`config.mk`:
```
export PLATFORM = sky130hd
export DESIGN_NAME = decoder_n_scan
export DESIGN_NICKNAME = d
export VERILOG_FILES = /design/src/rtl/decoder_n_scan.sv
export SDC_FILE = /design/constraint.sdc
export NUM_CORES = 1
export LEC_CHECK = 0
export BUFFER_PORTS_ARGS = -buffer_cell sky130_fd_sc_hd__clkbuf_2
export CAP_MARGIN = 20
export CORE_ASPECT_RATIO = 1.4
export CORE_MARGIN = 3
export CORE_UTILIZATION = 48
export DETAILED_ROUTE_END_ITERATION = 6
export HOLD_SLACK_MARGIN = 0.03
export PLACE_DENSITY = 0.76
export REMOVE_ABC_BUFFERS = 1
export SLEW_MARGIN = 10
export SYNTH_ARGS = -nofsm -noshare
export SYNTH_HDL_FRONTEND = slang
export SYNTH_SLANG_ARGS = --single-unit
```
`constraint.sdc`:
```
create_clock -name clk -period 2 [get_ports clk]
set_input_delay 0.2 -clock clk [delete_from_list [all_inputs] [get_ports clk]]
set_output_delay 0.2 -clock clk [all_outputs]
set_load 0.005 [all_outputs]
```
`src/rtl/decoder_n_scan.sv`:
```
// decoder_n_scan: N:2^N one-hot decoder with a registered output and a
// built-in scan sequencer. In direct mode the output follows a loaded index.
// In scan mode the index walks up or down, and each position is held for
// DWELL enabled cycles.
module decoder_n_scan #(
  parameter int N     = 4,
  parameter int DWELL = 4
) (
  input  logic              clk,
  input  logic              rst,
  input  logic              en_in,
  input  logic              mode_in,
  input  logic              dir_in,
  input  logic              load_in,
  input  logic [N-1:0]      sel_in,
  output logic [2**N-1:0]   out,
  output logic [N-1:0]      idx_out,
  output logic              wrap_out
);

  localparam int W  = 2**N;
  localparam int CW = (DWELL > 1) ? $clog2(DWELL) : 1;

  localparam logic [CW-1:0] CNT_LAST = CW'(DWELL - 1);
  localparam logic [CW-1:0] CNT_ONE  = CW'(1);
  localparam logic [N-1:0]  IDX_ONE  = N'(1);
  localparam logic [N-1:0]  IDX_TOP  = {N{1'b1}};

  logic [N-1:0]  idx, idx_nxt;
  logic [CW-1:0] cnt, cnt_nxt;
  logic          wrap_nxt;
  logic [W-1:0]  hot;

  // Next-state selection: load beats a scan advance. Direct mode parks the
  // dwell counter at 0. A disabled scan holds both cnt and idx.
  always_comb begin
    idx_nxt  = idx;
    cnt_nxt  = cnt;
    wrap_nxt = 1'b0;
    if (load_in) begin
      idx_nxt = sel_in;
      cnt_nxt = '0;
    end else if (!mode_in) begin
      cnt_nxt = '0;
    end else if (en_in) begin
      if (cnt == CNT_LAST) begin
        cnt_nxt  = '0;
        idx_nxt  = dir_in ? (idx - IDX_ONE) : (idx + IDX_ONE);
        wrap_nxt = dir_in ? (idx == '0) : (idx == IDX_TOP);
      end else begin
        cnt_nxt = cnt + CNT_ONE;
      end
    end
  end

  // One compare lane per output bit. Each lane decodes the index that is
  // written at this edge, so out and idx_out change together.
  for (genvar g = 0; g < W; g++) begin : g_lane
    decoder_n_scan_lane #(.N(N), .IDX(g)) u_lane (
      .idx (idx_nxt),
      .en  (en_in),
      .hit (hot[g])
    );
  end

  // State and output registers. Reset is synchronous and has top priority.
  always_ff @(posedge clk) begin
    if (rst) begin
      idx      <= '0;
      cnt      <= '0;
      out      <= '0;
      wrap_out <= 1'b0;
    end else begin
      idx      <= idx_nxt;
      cnt      <= cnt_nxt;
      out      <= hot;
      wrap_out <= wrap_nxt;
    end
  end

  assign idx_out = idx;

endmodule

// decoder_n_scan_lane: one output bit of the decoder. It is high when the
// block is enabled and the index equals this lane's position.
module decoder_n_scan_lane #(
  parameter int N   = 4,
  parameter int IDX = 0
) (
  input  logic [N-1:0] idx,
  input  logic         en,
  output logic         hit
);

  localparam logic [N-1:0] POS = N'(IDX);

  assign hit = en && (idx == POS);

endmodule
```
Word-level counts from Yosys, hierarchy flattened
Cells that the tools add are included.
{ "op_classes": {"add_sub_neg": 3, "multipliers": 0, "div": 0, "magnitude_cmp": 0, "n_eq_ne": 17, "n_shift": 0, "n_mux": 7, "n_bitwise": 3, "n_reduce_logical": 20} }
{ "op_table": {"columns": ["operator", "count"], "rows": [
  ["$eq 4x4->1 const B", 9],
  ["$mux 4", 5],
  ["$eq 4x3->1 const B", 4],
  ["$logic_and 1x1->1", 16],
  ["$eq 4x2->1 const B", 2],
  ["$logic_not 4->1", 2],
  ["$reduce_or 5->1", 1],
  ["$add 4x1->4 const B", 1],
  ["$eq 4x1->1 const B", 1],
  ["$sub 4x1->4 const B", 1],
  ["$not 1->1", 3],
  ["$reduce_or 3->1", 1],
  ["$add 2x1->2 const B", 1],
  ["$eq 2x2->1 const B", 1],
  ["$mux 2", 1],
  ["$mux 1", 1]
]} }
{ "totals": {"regBits": 23, "latchBits": 0, "ram_bits": 0, "romBits": 0, "in_bits": 10, "output_inout_bits": 21, "wordCells": 54, "mem_count": 0} }

Longest topological paths before layout
Gate-level depths: netlist (run 1).
{ "logic_depth": {"depth_word": 8, "mapped_depth": 8, "mapped_depth_nobuf": 6} }

By module
A second synthesis (run 1) with hierarchy kept.
{ "unflattened": {"hier_cells": 122, "hier_area_um2": 1109.8} }
{ "by_module_without_submodules": {"columns": ["module", "instances", "cells_each", "area_each_um2", "seq_area_each_um2"], "rows": [
  ["decoder_n_scan", 1, 89, 885.8, 460.4],
  ["decoder_n_scan_lane at g_lane[10].u_lane ...", 5, 2, 12.5, 0.0],
  ["decoder_n_scan_lane at g_lane[11].u_lane ...", 2, 2, 17.5, 0.0],
  ["decoder_n_scan_lane at g_lane[1].u_lane ...", 2, 2, 16.3, 0.0],
  ["decoder_n_scan_lane at g_lane[4].u_lane ...", 2, 2, 13.8, 0.0],
  ["decoder_n_scan_lane at g_lane[13].u_lane ...", 2, 2, 10.0, 0.0],
  ["decoder_n_scan_lane at g_lane[0].u_lane", 1, 2, 18.8, 0.0],
  ["decoder_n_scan_lane at g_lane[3].u_lane", 1, 2, 15.0, 0.0],
  ["decoder_n_scan_lane at g_lane[15].u_lane", 1, 3, 12.5, 0.0]
]} }

Least setup slack after synthesis (run 1)
OpenSTA, ideal clock, no wires.
{ "synth_timing": {"path_kind": "register to register", "from": "register idx[2], in the netlist idx_out[2]", "to": "register out[10]", "setup_time_ns": 0.112, "t_arrival_ns": 1.682, "t_required_ns": 1.888, "slack_ns": 0.205, "stages_incl_launch_ff": 8, "path_buffers": 1, "period_less_slack_ns": 1.795, "path_cell_list": "dfxtp_1 > ha_1 > a21oi_1 > a211oi_1 > a2111oi_4 > and2_1 > buf_6 > nor2_1"} }
{ "synth_via": {"elab_chain_cells": 8, "elab_cells_between_ends": 9, "cone_classes": "add/sub: 2; eq/ne: 1; mux: 5; reduce/logical: 1"} }
{ "synth_rtl": {"columns": ["item", "line", "rtl"], "rows": [
  ["from (decl)", "29", "logic [N-1:0] idx, idx_nxt;"],
  ["from (signal assigned)", "74", "idx <= idx_nxt;"],
  ["$add 4x1->4 or $sub 4x1->4 (tied branches)", "48", "idx_nxt = dir_in ? (idx - IDX_ONE) : (idx + IDX_ONE);"],
  ["$mux 4", "48", null],
  ["$mux 4", "46", "if (cnt == CNT_LAST) begin"],
  ["$mux 4", "45", "end else if (en_in) begin"],
  ["$mux 4 (*)", "43", "end else if (!mode_in) begin"],
  ["$mux 4 (*)", "40", "if (load_in) begin"],
  ["$eq 4x4->1 (*)", "98", "assign hit = en && (idx == POS);"],
  ["$logic_and 1x1->1 (*)", "98", null],
  ["to (signal assigned)", "76", "out <= hot;"],
  ["to (decl)", "16", "output logic [2**N-1:0] out,"]
]} }
Mark *: on every way between the ends. The rest lies on a longest branch, timed or not.
A chain may end at the register's enable or synchronous reset.

Worst setup path in the final report (run 1)
{ "layout_timing": {"from": "register idx[1], in the netlist idx_out[1]", "to": "register out[14]"} }
The elaborated chain is that of the path after synthesis.

==> results of run 1 <==
## layout make-up
class | instances | area, um2
Timing Repair Buffer | 33 | 172.7
Tap cell | 20 | 25.02
Clock buffer | 3 | 22.52
Fill cell | 174 | 669.4
Sequential cell | 23 | 460.4
Clock inverter | 1 | 5.005
Multi-Input combinational cell | 76 | 484.2
Inverter | 2 | 7.507
## stage by stage
stage / hold slack (ns) / power, W / setup TNS (ns) / setup slack [ns]
after global placement: 0.4824 / 0.0005826 / 0 / 0.02268
final: 0.1683 / 0.0007821 / 0 / 0.1077
after CTS: 0.1554 / 0.0007860 / 0 / 0.06804
after global routing: 0.1724 / 0.0008240 / 0 / 0.008293
after floorplan: 0.2691 / 0.0005434 / 0 / 0.1659
after detailed placement: 0.4836 / 0.0005853 / -0.6255 / -0.07894
## power by group through the flow
stage / combinational, W / sequential, W / clock [W]
floorplan: 0.0000572 / 0.000486 / 0
global placement: 0.0000969 / 0.000486 / 0
detailed placement: 0.0000992 / 0.000486 / 0
CTS: 0.000100 / 0.000476 / 0.000210
global route: 0.000114 / 0.000478 / 0.000232
finish: 0.000101 / 0.000476 / 0.000205
## critical path: cells and delay by family (launching register included)
kind	cells	cell delay, ns
simple gates	4	0.75
flops	1	0.39
compound gates	1	0.35
fa+ha+maj	1	0.29
## state kept, by name, indices dropped and copies added (netlist names)
signal,count
idx_out,4
cnt,2
out,16
wrap_out,1
## layer usage
layer	vias up	GRT usage	part of all wire
met5	-	0	0
met1	380	0.1784	0.41
met3	2	0.03040	0.050
li1	428	-	-
met4	0	0.05172	0.0072
met2	27	0.3021	0.53
## how the worst max path moves through the flow
| stage | slack, ns | cells after the start | to |
|---|---|---|---|
| 2_1_floorplan | 0.17 | 6 | out[10] |
| 3_5_place_dp | -0.08 | 7 | out[14] |
| 3_3_place_gp | 0.02 | 7 | out[8] |
| 5_1_grt | 0.008 | 6 | out[5] |
| 4_1_cts | 0.07 | 6 | out[14] |
| 6_report | 0.11 | 6 | out[14] |
## kinds of logic after synthesis
group,Yosys count,synth area share
simple gates,53,0.2710
flops,23,0.4748
compound gates,15,0.1213
buf+inv,5,0.03484
fa+ha+maj,4,0.05936
xor+xnor,2,0.01807
mux,2,0.02065
## cell usage in the layout, fill, tap and decap left out, drive strengths merged, types with 3 or more instances in the layout
| master | n |
|---|---|
| clkbuf | 33 |
| dfxtp | 23 |
| nor2 | 22 |
| nand3 | 10 |
| a21oi | 5 |
| nand2 | 4 |
| nand2b | 3 |
| nor3 | 3 |
| ha | 3 |
| buf | 3 |
| and2 | 3 |
| o21ai | 3 |
==> metrics.md, run 1 <==
| Metric | Value |
|---|---|
| Status | `complete, no violations` |
| Combinational share of power | `0.130` |
| Final standard cell count with taps included and fillers excluded | `158` |
| Minimum clock period | `1.892 ns` |
| Share of the yosys chip area belonging to registers | `0.4748` |
| CTS H-Tree Depth | `1` |
| Final Wtd Congestion | `0.8323` |
| Total core area | `1847 um2` |
| Total of endpoints with negative setup slack in the final report | `0` |
| Type of origin of the critical path | `flop` |
| Global route overflow | `0` |
| Total count of max-transition violations in the final report | `0` |
| Pin count of the biggest net entering global routing | `14` |
| Die outline height | `59.18 um` |
| Area of the die | `2603 um2` |
| Dominant cell type by area after synthesis | `dfxtp_1` |
| Synth cell count leaders | `dfxtp_1 (23), nor2_1 (22), nand3_1 (10), a21oi_1 (5)` |
| Via density per instance | `5.297` |
| Yosys top cell area share | `0.4748` |
| Wire per inst | `12.25 um` |
| Hold buffers post-CTS | `0` |
| Number of buffers inserted by post-CTS setup repair | `0` |
| Top cells by area, synth | `dfxtp_1 (47%), nor2_1 (8.5%), nand3_1 (5.2%), ha_1 (3.9%), a2111oi_4 (2.8%)` |
| Fin Clk Skew | `0.0009672 ns` |
| Hold-critical path depth | `2` |
| Number of nets in the layout | `153` |
| Capturing element type of the critical path | `flop` |
| Initial Utilization | `0.5251` |
| Die W | `43.99 um` |
| Netlist Area Pre-Place | `969.7 um2` |
| Min-Delay Path Class | `in2reg` |
| TritonRoute pass-1 iters | `4` |
| Count of distinct cell types in the synthesized netlist | `31` |
| Leading cell type by number of instances after synthesis | `dfxtp_1` |
| Total routing usage reported by global routing | `0.1618` |
| Net switching power figure | `0.0001987 W` |
| Top achievable clock speed | `0.5285 GHz` |
| Standard-cell row count | `18` |
| Data arrival time of the critical path | `2.09 ns` |
| Antenna violations before repair | `0` |
| Register bit total from synthesis | `23` |
| Number of CTS-inserted buffers | `3` |
| Setup crit start | `idx_out[1]` |
| Critical Setup Path Class | `reg2reg` |
| Slew at the pin with the worst max-slew slack | `0.3808 ns` |
| Clock tree from TritonCTS | `done` |
| Most common flop cell mapped by yosys | `dfxtp_1` |
| Number of design-rule violations left by the first detailed-router iteration | `13` |
| Latest clock arrival within the worst-skew pair | `0.30 ns` |
| Ordered list of cells on the worst path | `ha_1 > nand3_1 > and4_4 > a2111oi_4 > and2_2 > nor2_1` |
| Synthesized netlist cell count | `104` |
| Post-route DRC | `0` |
| Post-synthesis async set-or-reset flop share | `0` |
| Internal Dissipation | `0.0005834 W` |
| EDFF count, synth | `0` |
| Placed cells | `154` |
| Relative contribution of sequential cells to total power | `0.608` |
| Startpoint of the tightest hold check path | `rst` |
| FF-to-FF End | `out[14]` |
| Placed wire-length estimate | `1603 um` |
| Clock network power share | `0.262` |
| Yosys warning total | `0` |
| Final worst path period share | `0.9461` |
| Post-placement cell area | `1141 um2` |
| Global-route wire length before repair | `3229 um` |
| Cell chosen for the clock root | `clkbuf_4` |
| Antenna diodes | `0` |
| Count of antenna-violating nets left after detailed routing | `0` |
| Ports | `31` |
| Worst rel slew slack | `0.7434` |
| Synth-to-Final Area Change | `21.42%` |
| Post-route cell area | `1177 um2` |
| Fraction of final layout cells sized beyond drive strength 1 | `0.3188` |
| Switching Fraction | `0.2541` |
| Reported leakage power | `0.5467 nW` |
| Detailed-route via count | `837` |
| Total number of clock tree sinks | `23` |
| Final Hold Vio Count | `0` |
| Max Root-Sink Buffers | `2` |
| Number of buffers added on ports | `30` |
| Resized cells post-CTS | `1` |
| Drt total wl | `1936 um` |
| Endpoint, Worst Hold | `idx_out[1]` |
| Critical path peak fanout | `9` |
| Max-capacitance violation count | `0` |
| Count of cells along the worst register-to-register path | `6` |
| Worst-case vdd ir drop | `0.4078 mV` |
| Reg2reg start | `idx_out[1]` |
| FF-to-FF setup slack | `0.11 ns` |
| Unrepaired setup endpoints after global routing | `no` |
| Required time worst endpoint | `2.20 ns` |
| Clock slew seen by the registers of the worst setup and hold paths | `0.12 ns` |
| Delay of the slowest critical-path stage | `0.39 ns` |
| Syn_area_per_cell | `9.324 um2` |
| Share of the core filled with cells in the final layout | `0.6375` |
| Number of global-route vias before repair | `777` |
| Master of the slowest instance on the critical path | `dfxtp_1` |
| Total power per unit cell area | `664.3 nW/um2` |
(Power assumes the default switching activity.)
==> run 2, diff against run 1 <==
--- a/config.mk
+++ b/config.mk
@@ -8,7 +8,6 @@
 export BUFFER_PORTS_ARGS = -buffer_cell sky130_fd_sc_hd__clkbuf_2
 export CAP_MARGIN = 20
 export CORE_ASPECT_RATIO = 1.4
-export CORE_MARGIN = 3
 export CORE_UTILIZATION = 48
 export DETAILED_ROUTE_END_ITERATION = 6
 export HOLD_SLACK_MARGIN = 0.03
==> metrics.md, run 2 (synthesis gave the netlist of run 1 again) <==
| Metric | Value |
|---|---|
| Status | `complete, no violations` |
| Global route overflow | `0 (unchanged)` |
| Antenna diodes | `0 (unchanged)` |
| Capturing element type of the critical path | `flop` |
| Count of antenna-violating nets left after detailed routing | `0 (unchanged)` |
| Data arrival time of the critical path | `2.12 ns (+0.03 ns)` |
| Ports | `31 (unchanged)` |
| Min-Delay Path Class | `in2reg` |
| Total core area | `1824 um2 (-1.2%)` |
| Unrepaired setup endpoints after global routing | `no` |
| Number of CTS-inserted buffers | `3 (unchanged)` |
| Total routing usage reported by global routing | `0.1967 (+0.03494)` |
| Final Wtd Congestion | `0.7683 (-7.7%)` |
| Total power per unit cell area | `668.0 nW/um2 (+0.56%)` |
| Most common cell after layout, fill and taps aside | `clkbuf_2` |
| Number of design-rule violations left by the first detailed-router iteration | `16 (+3)` |
| Wire per inst | `11.84 um (-3.4%)` |
| Final standard cell count with taps included and fillers excluded | `157 (-0.63%)` |
| Antenna violations before repair | `0 (unchanged)` |
| Clock slew seen by the registers of the worst setup and hold paths | `0.12 ns (about the same)` |
| Fin Clk Skew | `0.001471 ns (+0.0005038 ns)` |
| Hold buffers post-CTS | `0 (unchanged)` |
| Latest clock arrival within the worst-skew pair | `0.30 ns (about the same)` |
| Area of the die | `2206 um2 (-15%)` |
| Slew at the pin with the worst max-slew slack | `0.3990 ns (+0.01818 ns)` |
| Drt total wl | `1859 um (-4.0%)` |
| Global-route wire length before repair | `2980 um (-7.7%)` |
| Number of flip-flops in the largest register | `16 (unchanged)` |
| Die W | `39.99 um (-9.1%)` |
| Reported leakage power | `0.5412 nW (-1.0%)` |
| Final worst path period share | `0.9391 (-0.007030)` |
| Top achievable clock speed | `0.5324 GHz (+0.75%)` |
| Via density per instance | `5.248 (-0.93%)` |
| Layer with the highest usage after global routing | `met2` |
| Worst-case vdd ir drop | `0.3442 mV (-16%)` |
| Number of global-route vias before repair | `733 (-5.7%)` |
| Cell chosen for the clock root | `clkbuf_4` |
| Max Root-Sink Buffers | `2 (unchanged)` |
| Post-route DRC | `0 (unchanged)` |
| Final Hold Vio Count | `0 (unchanged)` |
| Post-placement cell area | `1134 um2 (-0.66%)` |
| Required time worst endpoint | `2.24 ns (+0.04 ns)` |
| # fillers | `164 (-5.7%)` |
| Minimum clock period | `1.878 ns (-0.01406 ns)` |
| Fraction of final layout cells sized beyond drive strength 1 | `0.3139 (-0.004972)` |
| Top library cells by usage in the layout, fill and taps aside | `clkbuf_2 (30), dfxtp_1 (23), nor2_1 (22)` |
| Synth-to-Final Area Change | `20.64%` |
| Clock tree from TritonCTS | `done` |
| FF-to-FF setup slack | `0.12 ns (about the same)` |
| Post-route cell area | `1170 um2 (-0.64%)` |
| Critical Setup Path Class | `reg2reg` |
| Placed cells | `153 (-0.65%)` |
| Initial Utilization | `0.5315 (+0.006482)` |
| Total number of clock tree sinks | `23 (unchanged)` |
| Max-capacitance violation count | `0 (unchanged)` |
| Total count of max-transition violations in the final report | `0 (unchanged)` |
| Met1 layer usage reported by global route | `0.2338 (+0.05546)` |
| Number of nets in the layout | `152 (-0.65%)` |
| Worst rel slew slack | `0.7324 (-0.01104)` |
| Met2 GRT Util | `0.3306 (+0.02856)` |
| Register bank with the most flops | `out` |
| Pin count of the biggest net entering global routing | `14 (unchanged)` |
| Type of origin of the critical path | `flop` |
| CTS H-Tree Depth | `1 (unchanged)` |
| Total of endpoints with negative setup slack in the final report | `0 (unchanged)` |
| TritonRoute pass-1 iters | `4 (unchanged)` |
| Met3 demand-to-capacity share in global routing | `0.04000 (+0.009605)` |
| Critical path peak fanout | `6 (-3)` |
| Die outline height | `55.18 um (-6.8%)` |
| Detailed-route via count | `824 (-1.6%)` |
| Placed wire-length estimate | `1464 um (-8.7%)` |
| Standard-cell row count | `18 (unchanged)` |
| Number of buffers added on ports | `30 (unchanged)` |
## run 2: worst paths after layout
path                                   end       start  cells after the start
worst min register to register      cnt[1]      cnt[1]                      2
worst min-delay path            idx_out[2]         rst                      2
worst max register to register      out[5]  idx_out[0]                      6
worst max-delay path                out[5]  idx_out[0]                      6
## run 2: metrics by stage
stage / setup slack (ns) / hold WS [ns] / utilization / TNS, ns / power [W]
2_1_floorplan: 0.1659 / 0.2691 / - / 0 / 0.0005434
3_3_place_gp: 0.02825 / 0.4794 / 0.6214 / 0 / 0.0005816
3_5_place_dp: -0.04174 / 0.4785 / 0.6214 / -0.2769 / 0.0005832
4_1_cts: 0.02508 / 0.1453 / 0.6365 / 0 / 0.0007858
5_1_grt: 0.006469 / 0.1442 / 0.6413 / 0 / 0.0008228
6_report: 0.1218 / 0.1514 / 0.6413 / 0 / 0.0007815
## run 2: worst max-delay path: stages, from the launching register on
cell and delay (ns):
dfxtp_1 0.40, fa_1 0.43, xnor2_1 0.16, a211o_1 0.34, a21oi_2 0.23, nand3_1 0.13, nor2_1 0.13
## run 2: cell type report
class	instances	area [um2]	area share
clock buffers	3	22.52	0.01925
flip-flops and latches	23	460.4	0.3936
multi-input cells	76	484.2	0.4139
repair buffers	32	165.2	0.1412
clock inverters	1	5.005	0.004278
well taps	20	25.02	0.02139
inverters	2	7.507	0.006417
## run 2: per-layer routing
metal / vias to the layer above / share of wire / routed length [um]
met5: - / 0 / 0
met4: 0 / 0.011 / 20
met3: 4 / 0.068 / 126
met2: 33 / 0.52 / 974
met1: 363 / 0.40 / 738
li1: 424 / - / -
## run 2: report_power, final
part / internal [W] / total [W] / switching, W / leakage [nW]
sequential: 0.000468 / 0.000476 / 0.00000815 / 0.186
clock: 0.0000746 / 0.000206 / 0.000131 / 0.0177
combinational: 0.0000409 / 0.000100 / 0.0000593 / 0.337
total: 0.000583 / 0.000781 / 0.000198 / 0.541
## run 2: what timing repair did
action | in CTS | in global routing
endpoints found under the setup margin | 0 | 11
gates resized for setup | 0 | 3
buffers inserted | 0 | 0
